$ cat src/rtl/feram_sra_bank_ctrl_if.sv
// feram_sra_bank_ctrl_if: request/response bundle for the FeRAM row-access bank controller.
interface feram_sra_bank_ctrl_if #(
    parameter int ADDR_W = 4,
    parameter int DATA_W = 8,
    parameter int LANES  = 4
);
    localparam int RW = LANES * DATA_W;
    logic              req_valid;
    logic              req_ready;
    logic              req_we;
    logic [ADDR_W-1:0] req_row;
    logic [RW-1:0]     req_wdata;
    logic [LANES-1:0]  req_wmask;
    logic              rsp_valid;
    logic [RW-1:0]     rsp_rdata;
    logic              rsp_err;
    logic              rsp_hit;
    modport master (
        output req_valid, req_we, req_row, req_wdata, req_wmask,
        input  req_ready, rsp_valid, rsp_rdata, rsp_err, rsp_hit
    );
    modport slave (
        input  req_valid, req_we, req_row, req_wdata, req_wmask,
        output req_ready, rsp_valid, rsp_rdata, rsp_err, rsp_hit
    );
endinterface

$ cat src/rtl/feram_sra_bank_ctrl.sv
// feram_sra_bank_ctrl: FeRAM row array with open-row buffer and destructive sense + restore.
module feram_sra_bank_ctrl #(
    parameter int ADDR_W      = 4,
    parameter int DATA_W      = 8,
    parameter int LANES       = 4,
    parameter int N_ROWS      = 16,
    parameter int RESTORE_CYC = 2
) (
    input logic                  clk,
    input logic                  rst,
    feram_sra_bank_ctrl_if.slave bus
);
    localparam int RW = LANES * DATA_W;
    localparam int CW = $clog2(RESTORE_CYC + 1);
    typedef enum logic [1:0] {IDLE, SENSE, RESTORE, WRITE} state_t;
    state_t            r_state, w_next;
    logic [CW-1:0]     r_cnt;
    logic [ADDR_W-1:0] r_row;
    logic [RW-1:0]     r_wdata;
    logic [LANES-1:0]  r_wmask;
    logic [RW-1:0]     r_mem [N_ROWS];
    logic [RW-1:0]     r_buf;
    logic [ADDR_W-1:0] r_tag;
    logic              r_bvalid;
    logic              r_rsp_valid, r_rsp_err, r_rsp_hit;
    logic [RW-1:0]     r_rsp_rdata;
    logic              w_accept, w_oor, w_hit, w_last, w_wr_done;
    logic [RW-1:0]     w_mem_new, w_buf_new;
    assign w_last = r_cnt == CW'(RESTORE_CYC - 1);
    always_comb begin
        w_next = r_state;
        w_wr_done = 1'b0;
        bus.req_ready = r_state == IDLE;
        w_accept = bus.req_valid && bus.req_ready;
        w_oor = 32'(bus.req_row) >= N_ROWS;
        w_hit = r_bvalid && r_tag == bus.req_row;
        unique case (r_state)
            IDLE:    if (w_accept && !w_oor && (bus.req_we || !w_hit)) w_next = bus.req_we ? WRITE : SENSE;
            SENSE:   w_next = RESTORE;
            RESTORE: w_next = w_last ? IDLE : RESTORE;
            WRITE: begin
                w_next = w_last ? IDLE : WRITE;
                w_wr_done = w_last && !rst;
            end
            default: w_next = IDLE;
        endcase
    end
    // Writes respond combinationally on the cycle the array is updated.
    assign bus.rsp_valid = r_rsp_valid | w_wr_done;
    assign bus.rsp_rdata = r_rsp_rdata;
    assign bus.rsp_err   = r_rsp_err;
    assign bus.rsp_hit   = r_rsp_hit;
    always_comb begin
        w_mem_new = r_mem[r_row];
        w_buf_new = r_buf;
        for (int i = 0; i < LANES; i++)
            if (r_wmask[i]) begin
                w_mem_new[i*DATA_W +: DATA_W] = r_wdata[i*DATA_W +: DATA_W];
                w_buf_new[i*DATA_W +: DATA_W] = r_wdata[i*DATA_W +: DATA_W];
            end
    end
    always_ff @(posedge clk) begin
        if (rst) begin
            r_state <= IDLE;
            r_cnt   <= '0;
        end else begin
            r_state <= w_next;
            r_cnt   <= (r_state inside {RESTORE, WRITE} && !w_last) ? r_cnt + 1'b1 : '0;
        end
    end
    always_ff @(posedge clk) begin
        if (rst) begin
            r_bvalid    <= 1'b0;
            r_rsp_valid <= 1'b0;
            r_rsp_err   <= 1'b0;
            r_rsp_hit   <= 1'b0;
            r_rsp_rdata <= '0;
        end else begin
            r_rsp_valid <= 1'b0;
            r_rsp_err   <= 1'b0;
            r_rsp_hit   <= 1'b0;
            r_rsp_rdata <= '0;
            if (w_accept) begin
                r_row   <= bus.req_row;
                r_wdata <= bus.req_wdata;
                r_wmask <= bus.req_wmask;
                if (w_oor) begin
                    r_rsp_valid <= 1'b1;
                    r_rsp_err   <= 1'b1;
                end else if (!bus.req_we && w_hit) begin
                    r_rsp_valid <= 1'b1;
                    r_rsp_hit   <= 1'b1;
                    r_rsp_rdata <= r_buf;
                end
            end
            if (r_state == SENSE) begin
                r_buf       <= r_mem[r_row];
                r_tag       <= r_row;
                r_bvalid    <= 1'b1;
                r_rsp_valid <= 1'b1;
                r_rsp_rdata <= r_mem[r_row];
            end
            if (w_wr_done && r_bvalid && r_tag == r_row) r_buf <= w_buf_new;
        end
    end
    // Sensing clears the row even under reset, so an aborted restore loses the data.
    always_ff @(posedge clk) begin
        if (r_state == SENSE) r_mem[r_row] <= '0;
        else if (!rst && r_state == RESTORE && w_last) r_mem[r_row] <= r_buf;
        else if (w_wr_done) r_mem[r_row] <= w_mem_new;
    end
endmodule

$ cat src/flat_wrapper.sv
// flat-port wrapper written by rule: the top's interface ports become plain ports
module feram_sra_bank_ctrl_flat 
#(
    parameter int ADDR_W      = 4,
    parameter int DATA_W      = 8,
    parameter int LANES       = 4,
    parameter int N_ROWS      = 16,
    parameter int RESTORE_CYC = 2
)
  (clk, rst, bus_req_valid, bus_req_we, bus_req_row, bus_req_wdata, bus_req_wmask, bus_req_ready, bus_rsp_valid, bus_rsp_rdata, bus_rsp_err, bus_rsp_hit);
  feram_sra_bank_ctrl_if #(.ADDR_W(ADDR_W), .DATA_W(DATA_W), .LANES(LANES)) bus_i ();
  input logic clk;
  input logic rst;
  input wire logic [$bits(bus_i.req_valid)-1:0] bus_req_valid;
  input wire logic [$bits(bus_i.req_we)-1:0] bus_req_we;
  input wire logic [$bits(bus_i.req_row)-1:0] bus_req_row;
  input wire logic [$bits(bus_i.req_wdata)-1:0] bus_req_wdata;
  input wire logic [$bits(bus_i.req_wmask)-1:0] bus_req_wmask;
  output wire logic [$bits(bus_i.req_ready)-1:0] bus_req_ready;
  output wire logic [$bits(bus_i.rsp_valid)-1:0] bus_rsp_valid;
  output wire logic [$bits(bus_i.rsp_rdata)-1:0] bus_rsp_rdata;
  output wire logic [$bits(bus_i.rsp_err)-1:0] bus_rsp_err;
  output wire logic [$bits(bus_i.rsp_hit)-1:0] bus_rsp_hit;
  assign bus_i.req_valid = bus_req_valid;
  assign bus_i.req_we = bus_req_we;
  assign bus_i.req_row = bus_req_row;
  assign bus_i.req_wdata = bus_req_wdata;
  assign bus_i.req_wmask = bus_req_wmask;
  assign bus_req_ready = bus_i.req_ready;
  assign bus_rsp_valid = bus_i.rsp_valid;
  assign bus_rsp_rdata = bus_i.rsp_rdata;
  assign bus_rsp_err = bus_i.rsp_err;
  assign bus_rsp_hit = bus_i.rsp_hit;
  feram_sra_bank_ctrl #(.ADDR_W(ADDR_W), .DATA_W(DATA_W), .LANES(LANES), .N_ROWS(N_ROWS), .RESTORE_CYC(RESTORE_CYC)) u_core (.clk(clk), .rst(rst), .bus(bus_i));
endmodule
$ cat config.mk
export PLATFORM = sky130hd
export DESIGN_NAME = feram_sra_bank_ctrl_flat
export DESIGN_NICKNAME = d
export VERILOG_FILES = /design/src/rtl/feram_sra_bank_ctrl_if.sv /design/src/rtl/feram_sra_bank_ctrl.sv /design/src/flat_wrapper.sv
export SDC_FILE = /design/constraint.sdc
export NUM_CORES = 1
export LEC_CHECK = 0
export ABC_AREA = 1
export CAP_MARGIN = 20
export CORE_ASPECT_RATIO = 0.6
export CORE_UTILIZATION = 45
export CTS_CLUSTER_DIAMETER = 120
export DETAILED_ROUTE_END_ITERATION = 16
export HOLD_SLACK_MARGIN = 0.03
export SYNTH_ARGS = -nofsm -noshare
export SYNTH_HDL_FRONTEND = slang
export SYNTH_SLANG_ARGS = --single-unit
$ cat constraint.sdc
create_clock -name clk -period 6.6 [get_ports clk]
set_input_delay 1.32 -clock clk [delete_from_list [all_inputs] [get_ports clk]]
set_output_delay 1.32 -clock clk [all_outputs]
set_load 0.02 [all_outputs]
==> impl_results.md, run 1 <==
* Status: completed
* Clk pin slew, worst setup/hold paths at about 0.06 ns
* Die height at around 190 um
* DRT iter0 DRCs at 1778
* R2R setup slack at 2.74 ns
* Row count at roughly 70
* Top cell type's share of synthesized area at roughly two thirds
* Resized cells post-CTS at 0
* Via density at slightly above 5
* Fin. max-slew vios at 0
* Cells after Synth at around 2600
* Num CTS Buffers at 58
* Share of layout cells above drive strength 1 at 6.63%
* First-pass DRT Iterations at 6
* CP Launch Type: input port
* Min cycle time layout at 4.96 ns
* Core ar. at between 50000 and 60000 um^2
* Number of global-route vias before repair at between 15000 and 20000
* Die Wd at roughly 320 um
* Post-route antenna net violation count at 0
* Top-Level Pins at 80
* Critical Path RT at ~5.3 ns
* Die ar. at roughly 61000 um^2
* Seq cells post-synth at between 600 and 700
* Worst hold path type: register to register
* Vias at between 15000 and 20000
* Leak at approximately 13 nW
* Clock power frac at a little under two fifths
* Reg area at approximately 19000 um^2
* Setup Skew at approximately 0.018 ns
* CTS tree: built
* Hold path start: u_core.r_cnt[0]
* Clk sinks at approximately 630
* GRT Util Overall at between 20 and 25%
* RSZ-0062 raised after global routing: false
* Max Cap Viol at 0
* GP Congestion at 0.806
* Metal2 WL at 30900 um
* Critical Path Fanout Max at 35
* Hold depth at 1
* Metal3 WL at about 5200 um
* Worst slew margin at about a quarter
* Hold WS at 0.456 ns
* Detailed placement HPWL at approximately 36000 um
* M1 wire length at 29500 um
* Initial antenna violation count at 0
* R2R depth at 10
* DRC viols at 0
* Global-route wire length before repair at roughly 100000 um
* Post-Syn Nets at between 2000 and 3000
* Yosys warns at 0
* Clk_lat worst skew at ~0.6 ns
* Pin count of the biggest net entering global routing at between 100 and 150
* Top post-synthesis cells by area: edfxtp_1, nand2_1, nand3_1
* Sequential share of power at between 40% and 50%
* Drt total wl at just under 70000 um
* CTS max path bufs at 3
* Sw Ratio at 26.2%
* Post-synth top area cell: edfxtp_1
* Fmax at ~200 MHz
* Worst reg2reg path endpoint: u_core.r_mem[0][1]
* Footprint of the multi-input gates at about 6600 um^2
* Tcrit/Tclk final at about 75%
* Ant diodes at 0
* Initial Util at 45.5%
* Setup violators final at 0
* Hold EP: u_core.r_cnt[0]
* Nets@finish at ~2700
* Worst-Margin Slew at roughly 1.1 ns
* GRT overflow at 0
* CP Class: input port to output pin
* Endpoint kind of the worst setup timing path: output pin
* Seq/Total Area, Yosys at between 60 and 70%
* Arrival time worst endpoint at roughly 3.6 ns
* Final total negative setup slack at 0 ns
* Mapped Avg Cell Area at around 10 um^2
* Area growth syn-to-layout at 12.5%
* Internal power at a little under 7 mW
* Cts hold-fix bufs at 0
* NetSw at around 2.4 mW
* Fillers at approximately 5200
* Peak VDD IR at approximately 0.24 mV
* WL per Instance at between 15 and 20 um
* Post-synth design cell area at 27000 um^2
* Combinational power share at a little over an eighth
* Synth cell types at 30
* Pwr Density at 307 nW/um^2
* H-tree levels at 2
* CTS root buf: clkbuf_16
* Hold Vio Cnt, Final at 0
* Max Used Layer: met4
* Input/output buffers at just under 80
* Buffer count from post-CTS setup fixing at 0
==> metrics by stage <==
step           cell area [um^2]  worst slack [ns]  instances  utilization (%)  power [mW]
2_1_floorplan             27000              1.22       2631                -        5.45
3_3_place_gp              28300              1.67       3387             47.8        5.84
3_5_place_dp              28400              1.65       3388             47.9        5.86
4_1_cts                   30300              1.65       3497             51.2        9.35
5_1_grt                   30300              1.53       3497             51.2        9.63
6_report                  30300              1.64       3497             51.2        9.30
==> area by class of cell <==
class | count | share of cell area, %
Clock buffer | 70 | 5.18
Clock inverter | 39 | 1.34
Inverter | 331 | 4.13
Multi-Input combinational cell | 1540 | 21.7
Sequential cell | 631 | 61.1
Tap cell | 781 | 3.22
Timing Repair Buffer | 105 | 3.33
==> power by group through the flow <==
| stage | combinational (mW) | sequential [mW] | clock (mW) |
|---|---|---|---|
| floorplan | 0.830 | 4.62 | 0 |
| global placement | 1.21 | 4.62 | 0 |
| detailed placement | 1.23 | 4.62 | 0 |
| CTS | 1.24 | 4.54 | 3.57 |
| global route | 1.37 | 4.55 | 3.72 |
| finish | 1.24 | 4.54 | 3.52 |
==> how the worst max path moves through the flow <==
| stage | from | end | cells after the start |
|---|---|---|---|
| final | rst | bus_rsp_valid | 5 |
| after floorplan | rst | u_core.r_mem[12][0] | 6 |
| after global routing | rst | bus_rsp_valid | 5 |
| after detailed placement | rst | bus_rsp_valid | 5 |
| after CTS | rst | bus_rsp_valid | 5 |
| after global placement | rst | bus_rsp_valid | 5 |
==> critical path: stages <==
cell and delay [ns]:
clkdlybuf4s50_1 0.69, nor2_8 0.25, nand3_4 0.51, nand2_1 0.22, clkdlybuf4s50_1 0.62
==> cells by family (layout without fill, tap and decap cells) <==
family                     Yosys count  in the layout  share of synthesized area (%)
and+or+nand+nor                   1461           1461                           22.3
DFF                                631            631                           68.7
buffers and inverters              460            545                           7.00
AOI/OAI and AO/OA                   77             77                           1.91
adders and majority gates            1              1                         0.0464
other                                1              1                         0.0139
==> metal layers <==
layer | vias to the layer above | global-route usage, %
met5 | - | 0
met4 | 0 | 7.00
met3 | 121 | 4.02
met2 | 676 | 35.8
met1 | 8627 | 30.7
li1 | 8637 | -
==> Yosys cell counts <==
cell / count
a21oi_1: 37
o21ai_0: 4
o22ai_1: 1
buf_2: 66
ha_1: 1
nor2_8: 1
dfxtp_1: 43
a21boi_0: 1
nor3_1: 6
clkbuf_1: 28
a32oi_1: 1
nor2_2: 3
or2_2: 1
inv_2: 4
o211ai_1: 1
o21ai_2: 32
buf_4: 5
nor2_1: 15
nor4_1: 1
nand3_4: 1
nand3b_1: 1
nand2_1: 1067
buf_6: 8
inv_1: 327
nor2_4: 1
nand4_4: 1
nand3_1: 363
edfxtp_1: 588
buf_1: 22
conb_1: 1
==> sequential cells by signal (all words and copies together), names as in the netlist, named ones only <==
| register | flops |
|---|---|
| u_core.r_tag | 4 |
| u_core.r_cnt | 2 |
| u_core.r_rsp_valid | 1 |
| u_core.r_mem | 512 |
| u_core.bus.rsp_rdata | 32 |
| u_core.r_buf | 32 |
| u_core.r_state | 2 |
| u_core.r_wmask | 4 |
| u_core.r_row | 4 |
| u_core.r_bvalid | 1 |
| u_core.bus.rsp_hit | 1 |
| u_core.r_wdata | 32 |
==> layout by cell type (no fill, tap or decap), drive strengths merged <==
cell           count
clkinv            28
clkinvlp           2
a32oi              1
clkbuf            70
nand3b             1
inv              331
nand2           1067
clkdlybuf4s50     78
ha                 1
o211ai             1
buf               27
or2                1
conb               1
nand4              1
a21oi             37
edfxtp           588
o21ai             36
bufinv             9
a21boi             1
nor2              20
nand3            364
o22ai              1
nor3               6
nor4               1
dfxtp             43
Note: power is estimated with default switching activity, not from simulation.
==> inputs of run 2 (changes only) <==
clock period = 4.8 ns   (was 6.6 ns; I/O delays follow)
==> run 2 against run 1 <==
Sequential cell count did not move; power increased by 35%; largest power group unchanged; highest routed layer unchanged; register-to-register slack worse by 1.4 ns; worst setup slack worse by 0.63 ns; sequential power grew 38%.
==> impl_results.md, run 2 (synthesis gave the netlist of run 1 again) <==
* Peak VDD IR at between 0.2 and 0.3 mV
* Drt total wl at 69200 um
* Worst hold path type: register to register
* Die ar. at between 60000 and 70000 um^2
* Post-route antenna net violation count at 0
* Critical Path Fanout Max at 14
* Non-Filler Instances at about 3500
* Vias at roughly 18000
* Pre-CTS WS at ~0.96 ns
* Share of layout cells above drive strength 1 at under 10%
* Hold Vio Cnt, Final at 0
* Setup ws final at 1.01 ns
* GP Congestion at 0.829
* First-pass DRT Iterations at 5
* Clk pin slew, worst setup/hold paths at 0.06 ns
* Worst slew margin at between 20% and 30%
* Placed insts at approximately 3400
* Endpoint kind of the worst setup timing path: output pin
* Critical Path RT at roughly 3.8 ns
* Number of global-route vias before repair at approximately 17000
* Final total negative setup slack at 0 ns
* Arrival time worst endpoint at around 2.8 ns
* Pin count of the biggest net entering global routing at between 150 and 200
* Die Wd at approximately 320 um
* Most common cell after layout, fill and taps aside: nand2_1
* Pwr Density at slightly above 400 nW/um^2
* Buffer count from post-CTS setup fixing at 0
* GRT Util Overall at about 23%
* GRT overflow at 0
* CTS root buf: clkbuf_16
* Commonest non-fill, non-tap cells in the layout: nand2_1, edfxtp_1, nand3_1
* Min cycle time layout at 3.79 ns
* Via density at 5.18
* Setup Skew at between 0.02 and 0.025 ns
* Global-route wire length before repair at ~100000 um
* CP Launch Type: input port
* Row count at 69
* Clk_lat worst skew at approximately 0.64 ns
* Placed Area at around 29000 um^2
* CTS max path bufs at 3
* Resized cells post-CTS at 0
* Tcrit/Tclk final at approximately 79%
* Clk sinks at 631
* H-tree levels at 2
* WL per Instance at just under 20 um
* Max Cap Viol at 0
* Pwr Total at between 10 and 15 mW
* Input/output buffers at 78
* CP Class: input port to output pin
* Core ar. at just under 60000 um^2
* Num CTS Buffers at 58
* Initial antenna violation count at 0
* Max FFs per register at ~500
* Hold depth at 1
* Ant diodes at 0
* Fmax at about 260 MHz
* Leak at 12.8 nW
* Hold WS at around 0.43 ns
* R2R depth at 9
* Final instance area at just over 30000 um^2
* Status: completed
* Detailed placement HPWL at ~40000 um
* Initial Util at 45.5%
* Setup violators final at 0
* DRT iter0 DRCs at 1951
* RSZ-0062 raised after global routing: false
* Fin. max-slew vios at 0
* Nets@finish at 2728
* DRC viols at 0
* CTS tree: built
* Worst-Margin Slew at 1.06 ns
* Die height at around 190 um
* Fillers at between 5000 and 6000
* Cts hold-fix bufs at 0
* Post-layout util at 51.3%
* Top-Level Pins at 80
* Area growth syn-to-layout at 12.8%
* Most flop-heavy register: u_core.r_mem
run 2: changes by cell type in the layout (fill, tap and decap cells not counted), sizes merged:
cell      change
buf          +16
clkbuf       +14
bufinv        -6
clkinv        -6
clkinvlp      -2
run 2: final cells by class:
cell class | count | area, um^2 | area share, %
inverter | 331 | 1250 | 4.12
multi-input combinational | 1540 | 6590 | 21.7
sequential | 631 | 18500 | 60.9
clock inverter | 25 | 201 | 0.662
timing repair buffer | 121 | 1220 | 4.02
clock buffer | 84 | 1630 | 5.37
tap | 781 | 977 | 3.21
run 2: report_power, final:
part           switching (mW)  total [mW]  internal [mW]
registers               0.120        6.27           6.15
clock network            2.05        4.57           2.52
logic                    1.21        1.73          0.515
total                    3.38        12.6           9.19
run 2: critical path, cell delays in order:
cell and delay (ns):
clkdlybuf4s50_1 0.70, nor2_8 0.25, nand3_4 0.20, nand2_1 0.12, clkdlybuf4s50_1 0.60
run 2: routing by layer:
layer / vias up / wire [um] / GRT usage [%]
met2: 697 / 30700 / 35.4
li1: 8672 / - / -
met5: - / 0 / 0
met1: 8732 / 30700 / 33.0
met4: 0 / 1970 / 7.67
met3: 110 / 5730 / 3.34
run 2: path summary, 6_finish.rpt:
check,end,from,slack [ns]
hold reg to reg,u_core.r_cnt[0],u_core.r_cnt[0],0.43
hold / removal,u_core.r_cnt[0],u_core.r_cnt[0],0.43
setup reg to reg,u_core.r_mem[4][23],register,1.38
setup / recovery,bus_rsp_valid,rst,1.01
